$ cat config.mk
export PLATFORM = sky130hd
export DESIGN_NAME = load_store_unit
export DESIGN_NICKNAME = d
export VERILOG_FILES = /design/src/rtl/lsu_pkg.sv /design/src/rtl/lsu_lane_align.sv /design/src/rtl/load_store_unit.sv
export SDC_FILE = /design/constraint.sdc
export NUM_CORES = 1
export LEC_CHECK = 0
export CAP_MARGIN = 20
export CORE_UTILIZATION = 42
export CTS_CLUSTER_DIAMETER = 30
export CTS_CLUSTER_SIZE = 28
export DETAILED_ROUTE_END_ITERATION = 10
export PLACE_DENSITY_LB_ADDON = 0.12
export SLEW_MARGIN = 20
export SYNTH_ARGS = -nofsm -noshare
export SYNTH_HDL_FRONTEND = slang
export SYNTH_SLANG_ARGS = --single-unit
$ cat constraint.sdc
create_clock -name clk -period 2 [get_ports clk]
set_input_delay 0.5 -clock clk [delete_from_list [all_inputs] [get_ports clk]]
set_output_delay 0.5 -clock clk [all_outputs]
set_load 0.02 [all_outputs]
$ cat src/rtl/lsu_pkg.sv
// Shared encodings for the load/store unit: access sizes, FSM states and
// big-endian byte-lane enable patterns (byte offset 0 is enable bit 3).
package lsu_pkg;

    typedef enum logic [1:0] {
        SZ_BYTE = 2'b00,
        SZ_HALF = 2'b01,
        SZ_WORD = 2'b10,
        SZ_ILL  = 2'b11
    } lsu_size_e;

    typedef enum logic [1:0] {
        ST_IDLE = 2'b00,
        ST_REQ  = 2'b01,
        ST_DONE = 2'b10
    } lsu_state_e;

    localparam logic [3:0] BE_BYTE0   = 4'b1000;
    localparam logic [3:0] BE_HALF_HI = 4'b1100;
    localparam logic [3:0] BE_HALF_LO = 4'b0011;
    localparam logic [3:0] BE_WORD    = 4'b1111;

endpackage

$ cat src/rtl/lsu_lane_align.sv
// Combinational lane steering: store-side enables/replication/misalign from the
// incoming access, load-side extract and sign/zero extension from latched fields.
module lsu_lane_align
    import lsu_pkg::*;
(
    input  logic [1:0]  i_size,
    input  logic [1:0]  i_offset,
    input  logic [31:0] i_store_data,
    output logic [3:0]  o_byte_en,
    output logic [31:0] o_wdata,
    output logic        o_misalign,
    input  logic [1:0]  i_ld_size,
    input  logic [1:0]  i_ld_offset,
    input  logic        i_ld_unsigned,
    input  logic [31:0] i_rdata,
    output logic [31:0] o_load_data
);

    logic [7:0]  w_ld_byte;
    logic [15:0] w_ld_half;

    always_comb begin
        o_byte_en  = BE_WORD;
        o_wdata    = i_store_data;
        o_misalign = 1'b0;
        case (i_size)
            SZ_BYTE: begin
                o_byte_en = BE_BYTE0 >> i_offset;
                o_wdata   = {4{i_store_data[7:0]}};
            end
            SZ_HALF: begin
                o_byte_en  = i_offset[1] ? BE_HALF_LO : BE_HALF_HI;
                o_wdata    = {2{i_store_data[15:0]}};
                o_misalign = i_offset[0];
            end
            // the illegal size encoding behaves exactly like a word
            default: o_misalign = |i_offset;
        endcase
    end

    always_comb begin
        w_ld_byte   = i_rdata[31:24];
        w_ld_half   = i_ld_offset[1] ? i_rdata[15:0] : i_rdata[31:16];
        o_load_data = i_rdata;
        case (i_ld_offset)
            2'd0:    w_ld_byte = i_rdata[31:24];
            2'd1:    w_ld_byte = i_rdata[23:16];
            2'd2:    w_ld_byte = i_rdata[15:8];
            default: w_ld_byte = i_rdata[7:0];
        endcase
        case (i_ld_size)
            SZ_BYTE: o_load_data = {{24{~i_ld_unsigned & w_ld_byte[7]}}, w_ld_byte};
            SZ_HALF: o_load_data = {{16{~i_ld_unsigned & w_ld_half[15]}}, w_ld_half};
            default: o_load_data = i_rdata;
        endcase
    end

endmodule

$ cat src/rtl/load_store_unit.sv
// MEM-stage load/store initiator for a big-endian word-addressed memory port.
// Define LSU_TIMEOUT_EN to add an ack timeout that ends the access with bus_err_out.
module load_store_unit
    import lsu_pkg::*;
#(
    parameter int unsigned ADDR_W = 32,
    parameter int unsigned DATA_W = 32
`ifdef LSU_TIMEOUT_EN
    ,
    parameter int unsigned TIMEOUT_CYCLES = 16
`endif
) (
    input  logic              clk,
    input  logic              reset,
    input  logic              ls_valid_in,
    input  logic              ls_write_in,
    input  logic [1:0]        ls_size_in,
    input  logic              ls_unsigned_in,
    input  logic [ADDR_W-1:0] addr_in,
    input  logic [DATA_W-1:0] store_data_in,
    output logic [DATA_W-1:0] load_data_out,
    output logic              done_out,
    output logic              stall_out,
    output logic              misalign_out,
    output logic              mem_req_out,
    output logic              mem_we_out,
    output logic [ADDR_W-1:0] mem_addr_out,
    output logic [DATA_W-1:0] mem_wdata_out,
    output logic [3:0]        mem_byte_en_out,
    input  logic [DATA_W-1:0] mem_rdata_in,
    input  logic              mem_ack_in,
`ifdef LSU_TIMEOUT_EN
    output logic              bus_err_out,
`endif
    output logic [1:0]        dbg_state_out
);

    // Handshakes: the pipeline holds its access while stall_out is high and the
    // access is finished in the single done_out cycle; the memory sees a request
    // whose fields are stable from mem_req_out rising until the cycle it acks.

    lsu_state_e        r_state;
    lsu_state_e        w_next_state;
    logic              w_accept;
    logic              w_ack_take;
    logic [ADDR_W-1:0] r_mem_addr;
    logic [DATA_W-1:0] r_mem_wdata;
    logic [3:0]        r_mem_be;
    logic              r_mem_we;
    logic [1:0]        r_ld_size;
    logic [1:0]        r_ld_offset;
    logic              r_ld_unsigned;
    logic [DATA_W-1:0] r_load_data;
    logic              r_misalign;
    logic [3:0]        w_byte_en;
    logic [31:0]       w_wdata;
    logic              w_misalign;
    logic [31:0]       w_load_data;

`ifdef LSU_TIMEOUT_EN
    localparam int unsigned TO_W = (TIMEOUT_CYCLES > 1) ? $clog2(TIMEOUT_CYCLES) : 1;
    logic [TO_W-1:0] r_to_cnt;
    logic            w_timeout;
    logic            r_bus_err;
`endif

    lsu_lane_align u_lane_align (
        .i_size        (ls_size_in),
        .i_offset      (addr_in[1:0]),
        .i_store_data  (store_data_in),
        .o_byte_en     (w_byte_en),
        .o_wdata       (w_wdata),
        .o_misalign    (w_misalign),
        .i_ld_size     (r_ld_size),
        .i_ld_offset   (r_ld_offset),
        .i_ld_unsigned (r_ld_unsigned),
        .i_rdata       (mem_rdata_in),
        .o_load_data   (w_load_data)
    );

    always_ff @(posedge clk) begin
        if (reset) r_state <= ST_IDLE;
        else       r_state <= w_next_state;
    end

    always_comb begin
        w_next_state = r_state;
        w_accept     = 1'b0;
        w_ack_take   = 1'b0;
`ifdef LSU_TIMEOUT_EN
        w_timeout    = 1'b0;
`endif
        stall_out    = 1'b0;
        mem_req_out  = 1'b0;
        done_out     = 1'b0;
        case (r_state)
            ST_IDLE: begin
                stall_out = ls_valid_in;
                if (ls_valid_in) begin
                    w_accept     = 1'b1;
                    w_next_state = w_misalign ? ST_DONE : ST_REQ;
                end
            end
            ST_REQ: begin
                stall_out   = 1'b1;
                mem_req_out = 1'b1;
                if (mem_ack_in) begin
                    w_ack_take   = 1'b1;
                    w_next_state = ST_DONE;
                end
`ifdef LSU_TIMEOUT_EN
                else if (r_to_cnt == TO_W'(TIMEOUT_CYCLES - 1)) begin
                    w_timeout    = 1'b1;
                    w_next_state = ST_DONE;
                end
`endif
            end
            ST_DONE: begin
                done_out     = 1'b1;
                w_next_state = ST_IDLE;
            end
            default: w_next_state = ST_IDLE;
        endcase
    end

    always_ff @(posedge clk) begin
        if (reset) begin
            r_mem_addr    <= '0;
            r_mem_wdata   <= '0;
            r_mem_be      <= '0;
            r_mem_we      <= 1'b0;
            r_ld_size     <= SZ_WORD;
            r_ld_offset   <= 2'd0;
            r_ld_unsigned <= 1'b0;
            r_load_data   <= '0;
            r_misalign    <= 1'b0;
        end else begin
            // a faulting access never touches the memory-side registers
            if (w_accept && w_misalign) begin
                r_misalign <= 1'b1;
            end else if (w_accept) begin
                r_mem_addr    <= {addr_in[ADDR_W-1:2], 2'b00};
                r_mem_wdata   <= w_wdata;
                r_mem_be      <= w_byte_en;
                r_mem_we      <= ls_write_in;
                r_ld_size     <= ls_size_in;
                r_ld_offset   <= addr_in[1:0];
                r_ld_unsigned <= ls_unsigned_in;
            end
            if (w_ack_take && !r_mem_we) r_load_data <= w_load_data;
            if (r_state == ST_DONE) r_misalign <= 1'b0;
        end
    end

`ifdef LSU_TIMEOUT_EN
    always_ff @(posedge clk) begin
        if (reset) begin
            r_to_cnt  <= '0;
            r_bus_err <= 1'b0;
        end else begin
            if (w_accept) r_to_cnt <= '0;
            else if (r_state == ST_REQ && !mem_ack_in) r_to_cnt <= r_to_cnt + 1'b1;
            if (w_timeout) r_bus_err <= 1'b1;
            else if (r_state == ST_DONE) r_bus_err <= 1'b0;
        end
    end

    assign bus_err_out = r_bus_err;
`endif

    assign load_data_out   = r_load_data;
    assign misalign_out    = r_misalign;
    assign mem_we_out      = r_mem_we;
    assign mem_addr_out    = r_mem_addr;
    assign mem_wdata_out   = r_mem_wdata;
    assign mem_byte_en_out = r_mem_be;
    assign dbg_state_out   = r_state;

endmodule

==> results.sh <==
export IMPL_avgSynthCellArea_um2=8.09
export IMPL_area_delta_synth_final_pct=55.6
export IMPL_antenna_left=0
export IMPL_maxCapViolCount=0
export IMPL_critPathMaxStageDelay_ns=0.48
export IMPL_post_cts_setup_buffer_count=0
export IMPL_drcViolationCount=0
export IMPL_synth_distinct_cells=43
export IMPL_grt_pass1_vias=4588
export IMPL_die_w_um=107
export IMPL_cts_tree="yes"
export IMPL_die_h_um=107
export IMPL_fin_nets=889
export IMPL_crit_top_cell="nor2_1"
export IMPL_p_leak_nw=2.70
export IMPL_routabilityCongestion=0.870
export IMPL_clock_sinks=107
export IMPL_clock_latency_ns=0.37
export IMPL_num_vias=4933
export IMPL_ys_seq_area_share_pct=46.0
export IMPL_wl_per_cell_um=15.8
export IMPL_crit_arrival_ns=1.47
export IMPL_yosysWarnings=0
export IMPL_initial_core_util_pct=43.1
export IMPL_path_max_fanout=2
export IMPL_peakVddDrop_uv=388
export IMPL_syn_cell_area_um2=4650
export IMPL_grt_pass1_wl_um=23100
export IMPL_overflow=0
export IMPL_ctsHtreeMaxLevel=3
export IMPL_diodes=0
export IMPL_slew_headroom_pct=56.7
export IMPL_drtPass1Iterations=5
export IMPL_fmax_mhz=507
export IMPL_dieArea_um2=11500
export IMPL_synth_area_leaders="dfxtp_1 46%, nand2_1 11%, a21oi_1 8.9%"
export IMPL_core_um2=10800
export IMPL_rsz0062_at_grt="false"
export IMPL_rows=38
export IMPL_routed_wl_um=14700
export IMPL_drv_slew=0
export IMPL_placed_area_um2=7040
export IMPL_final_util_pct=67.1
export IMPL_antenna_found_initial=0
export IMPL_synth_seq_cells=107
export IMPL_cts_root_buffer_cell="clkbuf_8"
export IMPL_cp_required_ns=1.50
export IMPL_fin_crit_sh_pct=98.5
export IMPL_track_usage_pct=25.4
export IMPL_cts_buffers=9
export IMPL_cp_num_buf_inv=2
export IMPL_outcome="finished clean"
export IMPL_cp_top_family="buffers and inverters"
export IMPL_syn_inst=575
export IMPL_yosysTopAreaCellShare_pct=46.0
export IMPL_hpwl_um=10600
export IMPL_finalSetupViolCount=0
export IMPL_hold_violations=0
export IMPL_fin_skew_ns=0.00864
export IMPL_clk_path_buf_depth=2
export IMPL_crit_path_end_kind="primary output"
export IMPL_stdcell_area_um2=7240
export IMPL_cts_clk_slew_worst_paths_ns=0.09
export IMPL_hp_class="reg -> reg"
export IMPL_nFillCells=922
export IMPL_fin_crit_ns=1.97
export IMPL_yosysTopAreaCell="dfxtp_1"
export IMPL_dr_first_iter_drc_count=264
export IMPL_powerDensity_nw_per_um2=676
export IMPL_start_kind="primary input"
export IMPL_io_pins=211
export IMPL_critPathKind="in -> out"
export IMPL_vias_per_cell=5.30
export IMPL_grt_max_degree=75
export IMPL_crit_chain="clkdlybuf4s50_1 -> nor2_1 -> nor2_1 -> clkdlybuf4s15_2"
export IMPL_drive_above_1_share_pct=10.1
export IMPL_tightestPinTransition_ns=0.650
export IMPL_critPathSlowestCell="clkdlybuf4s50_1"
export IMPL_io_buffers=208
## registers in the layout, summed over array words and instances, names as in the netlist
name	cells
r_ld_unsigned	1
dbg_state_out	2
r_ld_size	2
r_ld_offset	2
load_data_out	32
mem_we_out	1
mem_addr_out	30
mem_byte_en_out	4
misalign_out	1
mem_wdata_out	32
## cells by family (layout without fill, tap and decap cells)
family,count (synthesis),count (layout),synth area share [%]
compound gates,200,200,26.6
buf+inv,54,268,5.40
flops,107,107,46.0
mux,18,18,3.87
other cells,1,2,0.0806
simple gates,195,195,18.0
## metal layers
layer	GRT usage, %	wire length [µm]	up-vias
li1	-	-	2428
met1	31.5	6220	2284
met2	43.0	7100	201
met3	5.75	1070	20
met4	9.39	289	0
met5	0	0	-
## path summary, 6_finish.rpt
kind	start	to	slack (ns)	cells past startpoint
setup reg to reg	r_ld_size[0]	load_data_out[13]	0.31	5
hold reg to reg	mem_addr_out[12]	mem_addr_out[12]	0.46	2
hold / removal	mem_addr_out[12]	mem_addr_out[12]	0.46	2
setup / recovery	ls_valid_in	stall_out	0.03	4
## placed cells by master, fill, tap and decap left out, types with 8 or more instances in the layout
cell / n
clkdlybuf4s50_1: 204
nand2_1: 131
a22oi_1: 8
a211oi_1: 9
mux2i_1: 18
o211ai_1: 8
clkbuf_8: 10
a21oi_2: 10
nand3_1: 18
o21ai_0: 44
buf_4: 31
a22o_1: 8
nor2_1: 27
a311oi_1: 11
a21oi_1: 83
dfxtp_1: 105
## stage by stage
step / setup WS [ns] / cells / TNS, ns / power [mW] / hold slack (ns)
after floorplan: 0.296 / 576 / 0 / 2.96 / 0.447
after global placement: -0.265 / 914 / -8.06 / 3.59 / 0.442
after detailed placement: -0.315 / 914 / -9.72 / 3.61 / 0.447
after CTS: 0.0342 / 930 / 0 / 4.93 / 0.461
after global routing: 0.0102 / 930 / 0 / 5.14 / 0.479
final: 0.0294 / 930 / 0 / 4.90 / 0.458
## synthesized netlist by cell type
master      n
nor3_1      3
clkinv_1    1
a21boi_0    1
a31oi_1     2
a211oi_1    9
or3b_2      1
a22oi_1     8
buf_2       6
nor2b_1     1
o32ai_1     1
o21bai_1    1
clkbuf_1   30
dfxtp_1   107
nor3b_4     1
o31ai_4     1
nand3_1    19
buf_1       2
o211ai_1    8
nand2b_1    3
nand3b_4    1
and3_1      3
nand2_1   131
nor2_1     27
a21oi_2    10
conb_1      1
and2b_4     1
and4bb_1    1
a221oi_1    1
inv_1       6
o22ai_1     2
a21oi_1    83
and2b_1     1
or2_2       2
buf_4       7
o311ai_0    1
buf_6       2
a31o_2      6
o21ai_0    44
a311oi_1   11
mux2i_1    18
o21ai_1     2
o2111a_1    1
a22o_1      8
## tightest hold or removal path: cells and delay by family, from the launching register on
family          cells  cell delay [ns]
compound gates      1             0.05
flops               1             0.32
simple gates        1             0.05
## power breakdown
| part | internal [mW] | total, mW | switching [mW] |
|---|---|---|---|
| clock | 0.613 | 1.33 | 0.722 |
| combinational | 0.614 | 1.24 | 0.621 |
| sequential | 2.25 | 2.33 | 0.0717 |
## repair_timing
action	4_1_cts	5_1_grt
setup endpoints to repair	5	0
gates resized for setup	7	0
hold buffers	0	0
## final cells by class
cell class | instances | area (µm²) | share of cell area (%)
Multi-Input combinational cell | 415 | 2270 | 31.4
Clock buffer | 12 | 145 | 2.00
Sequential cell | 107 | 2140 | 29.6
Inverter | 7 | 26.3 | 0.363
Timing Repair Buffer | 245 | 2430 | 33.5
Tap cell | 140 | 175 | 2.42
Clock inverter | 4 | 50.0 | 0.691
(Power assumes the default switching activity.)
